===== config.mk =====
export PLATFORM = sky130hd
export DESIGN_NAME = uart_tx_mux_flat
export DESIGN_NICKNAME = d
export VERILOG_FILES = /design/src/rtl/uart_tx_mux_if.sv /design/src/rtl/uart_tx_mux.sv /design/src/flat_wrapper.sv
export SDC_FILE = /design/constraint.sdc
export NUM_CORES = 1
export LEC_CHECK = 0
export BUFFER_PORTS_ARGS = -buffer_cell sky130_fd_sc_hd__buf_2
export CAP_MARGIN = 40
export CORE_MARGIN = 3
export CORE_UTILIZATION = 30
export CTS_BUF_LIST = sky130_fd_sc_hd__clkbuf_8
export CTS_CLUSTER_DIAMETER = 80
export CTS_CLUSTER_SIZE = 40
export DETAILED_ROUTE_END_ITERATION = 12
export PLACE_DENSITY = 0.52
export SLEW_MARGIN = 0
export SYNTH_ARGS = -nofsm -noshare
export SYNTH_HDL_FRONTEND = slang
export SYNTH_SLANG_ARGS = --single-unit
export TNS_END_PERCENT = 1

===== constraint.sdc =====
create_clock -name clk -period 9.6 [get_ports clk]
set_input_delay 0 -clock clk [delete_from_list [all_inputs] [get_ports clk]]
set_output_delay 0 -clock clk [all_outputs]
set_load 0.01 [all_outputs]

===== src/rtl/uart_tx_mux_if.sv =====
// Write-request bus into uart_tx_mux: (address, data) strobe plus FIFO status.
interface uart_tx_mux_if;
  logic       in_write;
  logic [7:0] in_addr;
  logic [7:0] in_data;
  logic       full;
  logic       overflow;
  logic       busy;

  modport master (
    output in_write,
    output in_addr,
    output in_data,
    input  full,
    input  overflow,
    input  busy
  );

  modport slave (
    input  in_write,
    input  in_addr,
    input  in_data,
    output full,
    output overflow,
    output busy
  );
endinterface


===== src/rtl/uart_tx_mux.sv =====
// uart_tx_mux: queues (addr, data) write requests in a small FIFO and sends
// each one on UART_TXD as two 8N1 bytes, address byte first.
module uart_tx_mux #(
  parameter int unsigned DIVISOR    = 186,
  parameter int unsigned FIFO_DEPTH = 4
) (
  input  logic          clk,
  input  logic          reset,
  uart_tx_mux_if.slave  req,
  output logic          UART_TXD
);

  localparam int unsigned AW = $clog2(FIFO_DEPTH);
  localparam int unsigned CW = AW + 1;
  localparam int unsigned BW = $clog2(DIVISOR);
  localparam logic [BW-1:0] BAUD_LOAD = BW'(DIVISOR - 1);
  localparam logic [CW-1:0] CNT_FULL  = CW'(FIFO_DEPTH);

  localparam logic [1:0] S_IDLE  = 2'd0;
  localparam logic [1:0] S_START = 2'd1;
  localparam logic [1:0] S_DATA  = 2'd2;
  localparam logic [1:0] S_STOP  = 2'd3;

  logic [15:0]   mem [FIFO_DEPTH];
  logic [AW-1:0] wr_ptr_q, wr_ptr_d;
  logic [AW-1:0] rd_ptr_q, rd_ptr_d;
  logic [CW-1:0] count_q, count_d;
  logic          overflow_q, overflow_d;

  logic [1:0]    state_q, state_d;
  logic [BW-1:0] baud_q, baud_d;
  logic [2:0]    bit_idx_q, bit_idx_d;
  logic          byte_sel_q, byte_sel_d;
  logic [15:0]   hold_q, hold_d;
  logic          txd_q, txd_d;

  logic          full_w, empty_w, push, pop, bit_end;
  logic [7:0]    cur_byte;

  assign full_w  = (count_q == CNT_FULL);
  assign empty_w = (count_q == '0);
  assign push    = req.in_write && !full_w;
  assign bit_end = (baud_q == '0);

  // FIFO bookkeeping: pointers, occupancy and the sticky drop flag.
  always_comb begin
    wr_ptr_d   = wr_ptr_q;
    rd_ptr_d   = rd_ptr_q;
    count_d    = count_q;
    overflow_d = overflow_q | (req.in_write & full_w);
    if (push) wr_ptr_d = wr_ptr_q + AW'(1);
    if (pop)  rd_ptr_d = rd_ptr_q + AW'(1);
    case ({push, pop})
      2'b10:   count_d = count_q + CW'(1);
      2'b01:   count_d = count_q - CW'(1);
      default: count_d = count_q;
    endcase
  end

  // Frame sequencer; the line level is derived from the next state so that
  // the registered output lines up with the state it belongs to.
  always_comb begin
    state_d    = state_q;
    baud_d     = baud_q;
    bit_idx_d  = bit_idx_q;
    byte_sel_d = byte_sel_q;
    hold_d     = hold_q;
    pop        = 1'b0;
    case (state_q)
      S_IDLE: begin
        if (!empty_w) begin
          pop        = 1'b1;
          hold_d     = mem[rd_ptr_q];
          byte_sel_d = 1'b0;
          baud_d     = BAUD_LOAD;
          state_d    = S_START;
        end
      end
      S_START: begin
        if (bit_end) begin
          baud_d    = BAUD_LOAD;
          bit_idx_d = 3'd0;
          state_d   = S_DATA;
        end else begin
          baud_d = baud_q - BW'(1);
        end
      end
      S_DATA: begin
        if (bit_end) begin
          baud_d = BAUD_LOAD;
          if (bit_idx_q == 3'd7) state_d = S_STOP;
          else                   bit_idx_d = bit_idx_q + 3'd1;
        end else begin
          baud_d = baud_q - BW'(1);
        end
      end
      default: begin
        if (bit_end) begin
          baud_d = BAUD_LOAD;
          if (!byte_sel_q) begin
            byte_sel_d = 1'b1;
            state_d    = S_START;
          end else if (!empty_w) begin
            pop        = 1'b1;
            hold_d     = mem[rd_ptr_q];
            byte_sel_d = 1'b0;
            state_d    = S_START;
          end else begin
            state_d = S_IDLE;
          end
        end else begin
          baud_d = baud_q - BW'(1);
        end
      end
    endcase

    cur_byte = byte_sel_d ? hold_d[7:0] : hold_d[15:8];
    case (state_d)
      S_START: txd_d = 1'b0;
      S_DATA:  txd_d = cur_byte[bit_idx_d];
      default: txd_d = 1'b1;
    endcase
  end

  // FIFO storage; contents need no reset because count gates every read.
  always_ff @(posedge clk) begin
    if (push) mem[wr_ptr_q] <= {req.in_addr, req.in_data};
  end

  // State registers with asynchronous reset to the idle, empty condition.
  always_ff @(posedge clk or posedge reset) begin
    if (reset) begin
      wr_ptr_q   <= '0;
      rd_ptr_q   <= '0;
      count_q    <= '0;
      overflow_q <= 1'b0;
      state_q    <= S_IDLE;
      baud_q     <= '0;
      bit_idx_q  <= '0;
      byte_sel_q <= 1'b0;
      hold_q     <= '0;
      txd_q      <= 1'b1;
    end else begin
      wr_ptr_q   <= wr_ptr_d;
      rd_ptr_q   <= rd_ptr_d;
      count_q    <= count_d;
      overflow_q <= overflow_d;
      state_q    <= state_d;
      baud_q     <= baud_d;
      bit_idx_q  <= bit_idx_d;
      byte_sel_q <= byte_sel_d;
      hold_q     <= hold_d;
      txd_q      <= txd_d;
    end
  end

  assign req.full     = full_w;
  assign req.overflow = overflow_q;
  assign req.busy     = (state_q != S_IDLE) || !empty_w;
  assign UART_TXD     = txd_q;

endmodule


===== src/flat_wrapper.sv =====
// flat-port wrapper written by rule: the top's interface ports become plain ports
module uart_tx_mux_flat 
#(
  parameter int unsigned DIVISOR    = 186,
  parameter int unsigned FIFO_DEPTH = 4
)
  (clk, reset, UART_TXD, req_in_write, req_in_addr, req_in_data, req_full, req_overflow, req_busy);
  uart_tx_mux_if req_i ();
  input  logic clk;
  input  logic reset;
  output logic UART_TXD;
  input wire logic [$bits(req_i.in_write)-1:0] req_in_write;
  input wire logic [$bits(req_i.in_addr)-1:0] req_in_addr;
  input wire logic [$bits(req_i.in_data)-1:0] req_in_data;
  output wire logic [$bits(req_i.full)-1:0] req_full;
  output wire logic [$bits(req_i.overflow)-1:0] req_overflow;
  output wire logic [$bits(req_i.busy)-1:0] req_busy;
  assign req_i.in_write = req_in_write;
  assign req_i.in_addr = req_in_addr;
  assign req_i.in_data = req_in_data;
  assign req_full = req_i.full;
  assign req_overflow = req_i.overflow;
  assign req_busy = req_i.busy;
  uart_tx_mux #(.DIVISOR(DIVISOR), .FIFO_DEPTH(FIFO_DEPTH)) u_core (.clk(clk), .reset(reset), .req(req_i), .UART_TXD(UART_TXD));
endmodule

==> impl_results.md, run 1 <==
* Fin. Hold Viols at 0
* Top cell type by total area after synthesis: edfxtp_1
* Leak at between 1.5 and 2 nW
* Yosys warns at 0
* Routed WL at 7.87 mm
* Placed Area at 4800 um2
* Synth top area cells: edfxtp_1, dfrtp_1, mux4_2
* Share of the synthesized area in the top cell type at 0.432
* Worst Hold Class: in2async
* Setup violators final at 0
* Post-synthesis register bit count at between 100 and 150
* First-pass GRT wire length at around 13 mm
* Max Fclk at 273 MHz
* Largest stage delay, worst path at around 0.56 ns
* CTS max path bufs at 2
* Die span in y at between 100 and 150 um
* Full die area at between 15000 and 20000 um2
* Post-CTS sizing at 0
* Flop2flop setup slack at between 5 and 6 ns
* Total negative slack at 0 ns
* Kind of cell adding the most delay to the critical path: simple AND/OR/NAND/NOR gates
* CTS tree: yes
* Root buffer cell: clkbuf_8
* ANT nets after route at 0
* Netlist Area Pre-Place at roughly 4400 um2
* Worst r2r dst: u_core.UART_TXD
* GRT met3 Usage at 0.0233
* Peak VDD IR at 0.125 mV
* Mapped Nets at roughly 310
* CP Class: reg2reg
* Final HPWL DP at a little over 5 mm
* Reg2reg start: u_core.baud_q[0]
* Sequential fraction of the synthesis area at 0.652
* WHS at between 0.2 and 0.3 ns
* Maximum number of pins on one net before global-route repair at 40
* Critical-path maximum fanout at 11
* Syn Area/Cell at between 15 and 20 um2
* Final worst-path cycle share at 0.382
* Least-Margin Pin Slew at 0.840 ns
* Layer with the highest usage: met2
* TritonCTS buffer count at 9
* Worst path depth at 10
* Clk sinks at between 100 and 150
* Initial antenna violation count at 0
* Layout cells sized above 1 at 0.232
* Core area at about 14000 um2
* Post-route cell area at 5160 um2
* Post-layout min period at between 3 and 4 ns
* GRT overflow at 0
* Port Buf Inserts at 22
* Nets at 359
* Clock-pin transition on the worst setup and hold timing paths at ~0.1 ns
* Crit. End Element: flip-flop
* Crit path launch type: flip-flop
* Met1 Use GR at 0.147
* Clock skew at 0.0151 ns
* Reg2Reg Depth at 10
* DRC viols at 0
* Number of synthesized flops with an enable pin at between 60 and 70
* Max Cap Viol at 0
* CP max stage cell: or4b_1
* Routed via count at about 2500
* Layout area overhead at 16.0%
* Slew HR at 0.440
* Chip Width at between 100 and 150 um
* IO Pins at 23
* Async SR Flop Fraction at 0.379
* Worst Path Required at between 9 and 10 ns
* Cells after Synth at 280
* Slew Limit Fails at 0
* Post-synth top flop: edfxtp_1
* Initial Util at 0.313
* RSZ-0062 raised after global routing: false
* WP data arrival at about 4.0 ns
* Status: finished clean
* Drt via density at between 4 and 5
* Postcts setup bufs at 0
* Total power at around 0.0014 W
* TritonRoute pass-1 iters at 4
* GR Util met2 at 0.156
* Worst setup startpoint: u_core.baud_q[0]
* Gr usage total at 0.106
* Critical path buffer and inverter count at 1
* Initial drt markers at between 100 and 150
* Wire length per cell at ~15 um
* Core Rows at 43
* Setup crit end: u_core.UART_TXD
* Power Density at about 280 nW/um2
* N_diodes at 0
* GPL Wtd Cong at between 0.7 and 0.8
* H-Tree Depth at 3
* Library cells used by synthesis at 54
* Vias in the first global route at about 2500
* Clk_lat worst skew at approximately 0.37 ns
* Cells along the critical path: inv_1 -> ha_1 -> or4b_1 -> nor2_1 -> o21ai_0 -> a21oi_4 -> mux4_2 -> or2b_1 -> a2111oi_4 -> a211oi_2
==> layout by cell type, fill, tap and decap left out, types with 10 or more instances in the layout <==
master,n
a22o_1,10
dlygate4sd3_1,18
ha_1,12
buf_2,22
dfrtp_1,38
nor2_1,13
mux4_2,16
inv_1,21
edfxtp_1,64
==> flip-flops by register name (all words and copies together), names as in the netlist, 2 cells and up <==
name	count
u_core.state_q	2
u_core.count_q	3
u_core.hold_q	16
u_core.baud_q	8
u_core.bit_idx_q	3
u_core.wr_ptr_q	2
u_core.rd_ptr_q	2
u_core.mem	64
==> per-layer routing <==
layer,share of wire,wire length [um]
met1,0.48,3760
met2,0.47,3680
met3,0.033,256
met4,0.023,178
met5,0,0
==> report_power, final <==
group	switching, W	internal, W
combinational	0.000262	0.000245
clock	0.000142	0.000117
sequential	0.0000572	0.000598
total	0.000461	0.000960
==> cell families (layout without fill, tap and decap cells) <==
family          count (synthesis)  after routing  synth area share
buf+inv                        29             81            0.0304
flops                         103            103             0.652
simple gates                   52             52            0.0647
fa+ha+maj                      13             13            0.0383
mux                            24             24             0.107
xor+xnor                        6              6            0.0118
compound gates                 53             53            0.0965
==> tightest hold or removal path, cell delays in order <==
cell           delay, ns
dlygate4sd3_1       0.53
buf_2               0.12
inv_1               0.04
buf_4               0.42
==> area by class of cell <==
cell class / count / area, um2
Clock buffer: 9 / 124
Clock inverter: 7 / 58.8
Fill cell: 1372 / 9040
Inverter: 18 / 67.6
Multi-Input combinational cell: 148 / 1410
Sequential cell: 103 / 2900
Tap cell: 180 / 225
Timing Repair Buffer: 47 / 373
==> Yosys cell counts (2+ instances only) <==
cell      number
nor3_1         5
nor2b_1        2
inv_1         18
nand3_1        4
a22o_2         8
ha_1          12
mux2i_1        5
mux4_2        16
o31ai_1        2
and2_1         7
nor2_1        13
mux4_1         2
clkbuf_1       6
nand2_1        7
xor2_1         3
buf_6          2
a22oi_1        2
xnor2_1        3
a31oi_1        3
edfxtp_1      64
or3_1          2
o21ai_0        8
dfrtp_1       38
a22o_1        10
a21oi_1        9
==> how the worst min path moves through the flow <==
stage / startpoint / endpoint / slack (ns) / cells past startpoint
after floorplan: req_in_data[0] / u_core.mem[0][0] / 0.1 / 0
after global placement: reset / u_core.req.overflow / 0.15 / 3
after detailed placement: reset / u_core.req.overflow / 0.16 / 3
after CTS: reset / u_core.req.overflow / 0.29 / 4
after global routing: reset / u_core.req.overflow / 0.36 / 4
final: reset / u_core.req.overflow / 0.28 / 4
==> through the flow <==
| stage | worst slack, ns | utilization | instances |
|---|---|---|---|
| final | 5.93 | 0.363 | 512 |
| after global routing | 5.60 | 0.363 | 512 |
| after CTS | 5.90 | 0.363 | 512 |
| after detailed placement | 5.93 | 0.338 | 478 |
| after global placement | 6.04 | 0.334 | 474 |
| after floorplan | 6.23 | - | 280 |
==> timing repair <==
item / 4_1_cts / 5_1_grt
hold endpoints to repair: 103 / 0
setup endpoints to repair: 0 / 0
hold buffers: 18 / 0
Note: power is estimated with default switching activity, not from simulation.
==> inputs of run 2 (changes only) <==
==> constraint.sdc (replaced) <==
create_clock -name clk -period 3.49 [get_ports clk]
set_input_delay 0 -clock clk [delete_from_list [all_inputs] [get_ports clk]]
set_output_delay 0 -clock clk [all_outputs]
set_load 0.01 [all_outputs]
==> impl_results.md, run 2 (synthesis gave the netlist of run 1 again) <==
* Status: finished clean
* Slew Limit Fails at 0
* Crit. End Element: flip-flop
* Full die area at 16300 um2
* Worst Hold Class: in2async
* Clk sinks at roughly 100
* Largest stage delay, worst path at between 0.5 and 0.6 ns
* Slew HR at 0.606
* Power Density at 776 nW/um2
* CTS tree: yes
* Routed WL at 8.02 mm
* N_diodes at 0
* Initial Util at 0.313
* Largest register by flop count: u_core.mem
* DRC viols at 0
* Commonest non-fill, non-tap cell in the layout: edfxtp_1
* Max reg flops at 64
* Cells along the critical path: inv_1 -> ha_1 -> or4b_1 -> or4_4 -> o31a_4 -> a22o_2 -> mux4_2 -> or2b_1 -> a2111oi_4 -> a211oi_2
* Post-layout min period at 3.30 ns
* Chip Width at about 130 um
* Combinational Power Share at 0.344
* Final Non-Filler Cells at approximately 530
* Met1 Use GR at 0.149
* Clock-pin transition on the worst setup and hold timing paths at approximately 0.10 ns
* Die span in y at around 130 um
* Final-layout fill cell count at 1385
* ANT nets after route at 0
* Post-CTS sizing at 0
* RSZ-0062 raised after global routing: false
* Vias in the first global route at about 2600
* Layout area overhead at 18.7%
* NetSw at between 0.001 and 0.0015 W
* Routed via count at around 2500
* Final HPWL DP at 5.26 mm
* Core Rows at 43
* WP data arrival at roughly 3.6 ns
* Clk pwr share at 0.212
* Wire length per cell at 15.3 um
* Clock skew at ~0.0082 ns
* GPL Wtd Cong at ~0.76
* Nets at 372
* H-Tree Depth at 3
* CP Class: reg2reg
* Final worst-path cycle share at 0.945
* Post-layout util at 0.372
* First-pass GRT wire length at around 14 mm
* Leak at roughly 2 nW
* GR Util met2 at 0.161
* Most frequent cells in the layout: edfxtp_1, dfrtp_1, buf_2, buf_4
* IO Pins at 23
* Initial antenna violation count at 0
* Setup violators final at 0
* Layer with the highest usage: met2
* Peak VDD IR at roughly 0.28 mV
* CTS max path bufs at 2
* Core area at between 10000 and 15000 um2
* Sw frac at 0.312
* Root buffer cell: clkbuf_8
* CP max stage cell: or4_4
* Max Cap Viol at 0
* GRT overflow at 0
* Drt via density at around 4.8
* Clk_lat worst skew at 0.37 ns
* Sequential power share at 0.444
* Post-route cell area at roughly 5300 um2
* TritonCTS buffer count at 9
* Placed Area at about 4900 um2
* Layout cells sized above 1 at 0.270
* Fin. Hold Viols at 0
* Gr usage total at 0.108
* Port Buf Inserts at 22
* Total power at 0.00410 W
* Internal at between 0.002 and 0.003 W
* Largest regs: u_core.mem x64, u_core.hold_q x16, u_core.baud_q x8
* Inst Count DP at 490
* Critical-path maximum fanout at 9
* Maximum number of pins on one net before global-route repair at 26
* Initial drt markers at a little over 90
* TritonRoute pass-1 iters at 4
* Least-Margin Pin Slew at approximately 0.6 ns
* Max Fclk at ~300 MHz
* Crit path launch type: flip-flop
* GRT met3 Usage at 0.0238
* Worst Path Required at approximately 3.8 ns
* Total negative slack at 0 ns
[run 2: cell count changes in the layout (fill, tap and decap cells not counted), moves of 2 or more]
cell       before  now
buf_4           3   20
buf_8           4    0
inv_1          21   18
bufinv_16       1    3
[run 2: worst paths after layout]
| kind | startpoint | endpoint | slack (ns) | cells after the start |
|---|---|---|---|---|
| worst max-delay path | u_core.baud_q[0] | u_core.UART_TXD | 0.19 | 10 |
| worst min-delay path | reset | u_core.count_q[2] | 0.23 | 3 |
| worst max register to register | u_core.baud_q[0] | u_core.UART_TXD | 0.19 | 10 |
| worst min register to register | u_core.req.overflow | u_core.req.overflow | 0.47 | 1 |
| max in group asynchronous | reset | u_core.UART_TXD | 2.47 | 4 |
| min in group clk | req_in_addr[0] | u_core.mem[3][8] | 0.38 | 2 |
[run 2: power groups by stage]
stage                     Combinational [W]  Sequential (W)  Clock (W)
final                               0.00141         0.00182   0.000869
after floorplan                     0.00111         0.00176          0
after detailed placement            0.00142         0.00185          0
after global routing                0.00158         0.00186   0.000944
after CTS                           0.00144         0.00183   0.000901
after global placement              0.00139         0.00184          0
[run 2: per-stage QoR]
step	worst slack [ns]	hold WS [ns]
6_report	0.193	0.229
2_1_floorplan	0.122	0.0989
3_3_place_gp	0.191	0.0935
3_5_place_dp	0.151	0.0901
4_1_cts	0.135	0.218
5_1_grt	0.0318	0.294
[run 2: per-layer routing]
layer  part of all wire  wire [um]
met1               0.49       3940
met2               0.47       3780
met5                  0          0
met4              0.019        156
met3              0.019        155
[run 2: layout make-up]
type	instances	area [um2]	share of cell area
Sequential cell	103	2900	0.549
Timing Repair Buffer	60	440	0.0834
Clock inverter	7	111	0.0211
Tap cell	180	225	0.0426
Multi-Input combinational cell	148	1410	0.268
Clock buffer	9	124	0.0235
Inverter	18	67.6	0.0128
[run 2: worst max-delay path, delay by kind of cell, from the launching register on]
family / cells / cell delay, ns
flops: 1 / 0.39
compound gates: 4 / 0.87
simple gates: 3 / 1.25
fa+ha+maj: 1 / 0.18
buf+inv: 1 / 0.09
mux: 1 / 0.46
[run 2: timing repair]
action	in CTS	in global routing
buffers inserted	0	1
endpoints found under the hold margin	79	0
setup endpoints to repair	0	1
hold buffers	18	0
==> inputs of run 3 (changes only) <==
--- a/config.mk
+++ b/config.mk
@@ -13,6 +13,7 @@
 export CTS_CLUSTER_DIAMETER = 80
 export CTS_CLUSTER_SIZE = 40
 export DETAILED_ROUTE_END_ITERATION = 12
+export GPL_TIMING_DRIVEN = 0
 export PLACE_DENSITY = 0.52
 export SLEW_MARGIN = 0
 export SYNTH_ARGS = -nofsm -noshare
==> constraint.sdc (replaced) <==
create_clock -name clk -period 3.49 [get_ports clk]
set_input_delay 0.1745 -clock clk [delete_from_list [all_inputs] [get_ports clk]]
set_output_delay 0.1745 -clock clk [all_outputs]
set_load 0.01 [all_outputs]
==> impl_results.md, run 3 (synthesis gave the netlist of run 1 again) <==
* RSZ-0062 raised after global routing: true
* Reg2reg start: u_core.baud_q[0]
* Final worst-path cycle share at 0.989
* Fin. Hold Viols at 0
* WP data arrival at around 3.8 ns
* Initial drt markers at 140
* Chip Width at roughly 130 um
* Inst Count DP at 488
* Max reg flops at between 60 and 70
* Layout cells sized above 1 at 0.276
* Peak VDD IR at 0.397 mV
* Worst Path Required at 3.79 ns
* H-Tree Depth at 3
* Maximum number of pins on one net before global-route repair at 31
* Max Fclk at 290 MHz
* Final-layout fill cell count at 1342
* Critical-path maximum fanout at 7
* Status: finished clean
* Routed WL at slightly above 8 mm
* Leak at between 1.5 and 2 nW
* Clk sinks at between 100 and 150
* Least-Margin Pin Slew at slightly below 0.5 ns
* GPL Wtd Cong at a little under 0.8
* Flop2flop setup slack at between 0.03 and 0.04 ns
* N_diodes at 0
* Power Density at 774 nW/um2
* Slew Limit Fails at 0
* Wire length per cell at 15.6 um
* CTS tree: yes
* ANT nets after route at 0
* Root buffer cell: clkbuf_8
* Nets at between 300 and 400
* Slew HR at 0.670
* Crit path launch type: flip-flop
* CP max stage cell: or4_4
* Worst Hold Class: in2reg
* Initial Util at 0.313
* IO Pins at 23
* Setup violators final at 0
* Largest regs: u_core.mem x64, u_core.hold_q x16, u_core.baud_q x8
* DRC viols at 0
* Core area at 14200 um2
* Largest stage delay, worst path at 0.53 ns
* Final HPWL DP at 5.44 mm
* GRT overflow at 0
* Vias in the first global route at roughly 2600
* Drt via density at 4.71
* Routed via count at 2456
* First-pass GRT wire length at 13.6 mm
* Final Non-Filler Cells at roughly 520
* TritonRoute pass-1 iters at 6
* Clk_lat worst skew at 0.38 ns
* Crit. End Element: flip-flop
* Setup WS post-layout at between 0.03 and 0.04 ns
* CTS max path bufs at 2
* Post-layout min period at between 3 and 4 ns
* Cells along the critical path: inv_2 -> ha_4 -> or4b_4 -> buf_6 -> or4_4 -> o31a_4 -> a22o_2 -> mux4_2 -> or2b_1 -> a2111oi_4 -> a211oi_2
* Worst hold path depth at 1
* Most frequent cells in the layout: edfxtp_1, dfrtp_1, buf_2, mux4_2, dlygate4sd3_1
* Hold Path End: u_core.mem[0][12]
* WHS at 0.0294 ns
* Max Cap Viol at 0
* Layout area overhead at 19.6%
* Clock-pin transition on the worst setup and hold timing paths at roughly 0.10 ns
* Reg2Reg Depth at 11
* TritonCTS buffer count at 9
* Largest register by flop count: u_core.mem
* Die span in y at around 130 um
* Pre-CTS setup slack at -0.458 ns
* Full die area at 16300 um2
* Worst r2r dst: u_core.UART_TXD
* Clock skew at approximately 0.008 ns
* Port Buf Inserts at 22
* Commonest non-fill, non-tap cell in the layout: edfxtp_1
* Initial antenna violation count at 0
* CP Class: reg2reg
* Gr usage total at 0.108
* Min-delay src: req_in_addr[4]
* Core Rows at 43
## run 3: cell types whose count changed in the layout (fill, tap and decap cells not counted), moves of 3 or more
cell,change
buf_8,+4
inv_1,-3
inv_2,+3
buf_4,-19
buf_6,+4
clkbuf_1,+5
## run 3: worst max-delay path by stage
stage	endpoint	cells after the start	from
after floorplan	u_core.count_q[2]	13	u_core.baud_q[0]
after global placement	u_core.count_q[2]	13	u_core.baud_q[0]
after detailed placement	u_core.count_q[2]	13	u_core.baud_q[0]
after CTS	u_core.UART_TXD	12	u_core.baud_q[0]
after global routing	u_core.UART_TXD	12	u_core.baud_q[0]
final	u_core.UART_TXD	11	u_core.baud_q[0]
## run 3: layer usage
layer,global-route usage,share of wire,vias up
met4,0.0343,0.016,0
met1,0.138,0.47,1242
li1,-,-,1174
met2,0.177,0.49,30
met3,0.0346,0.028,10
met5,0,0,-
## run 3: critical path, delay by kind of cell, from the launching register on
| kind | cells | cell delay, ns |
|---|---|---|
| AOI/OAI and AO/OA | 4 | 0.88 |
| buffers and inverters | 2 | 0.24 |
| DFF | 1 | 0.40 |
| muxes | 1 | 0.48 |
| and+or+nand+nor | 3 | 1.25 |
| adders and majority gates | 1 | 0.14 |
## run 3: repair_timing
item / 4_1_cts / 5_1_grt
setup endpoints to repair: 3 / 2
resized for setup: 6 / 10
buffers inserted: 0 / 1
hold endpoints to repair: 53 / 5
pin swaps: 0 / 2
hold buffers: 14 / 2
## run 3: area by class of cell
class | count | area (um2) | area share
sequential | 103 | 2900 | 0.545
timing repair buffer | 45 | 382 | 0.0717
clock buffer | 9 | 124 | 0.0233
inverter | 18 | 67.6 | 0.0127
buffer | 11 | 85.1 | 0.0160
tap | 180 | 225 | 0.0423
multi-input combinational | 148 | 1450 | 0.272
clock inverter | 7 | 88.8 | 0.0167
## run 3: power by group
part | internal, W | total, W | switching [W]
combinational | 0.000767 | 0.00156 | 0.000789
clock | 0.000348 | 0.000790 | 0.000442
sequential | 0.00165 | 0.00177 | 0.000127
total | 0.00276 | 0.00412 | 0.00136
## run 3: per-stage QoR
| stage | instance area (um2) | utilization | total power [W] | setup TNS, ns |
|---|---|---|---|---|
| 3_3_place_gp | 4780 | 0.337 | 0.00321 | -0.855 |
| 3_5_place_dp | 4890 | 0.344 | 0.00330 | -0.966 |
| 6_report | 5320 | 0.374 | 0.00412 | 0 |
| 4_1_cts | 5260 | 0.370 | 0.00414 | -0.0276 |
| 2_1_floorplan | 4450 | - | 0.00287 | 0 |
| 5_1_grt | 5320 | 0.374 | 0.00442 | -0.0580 |
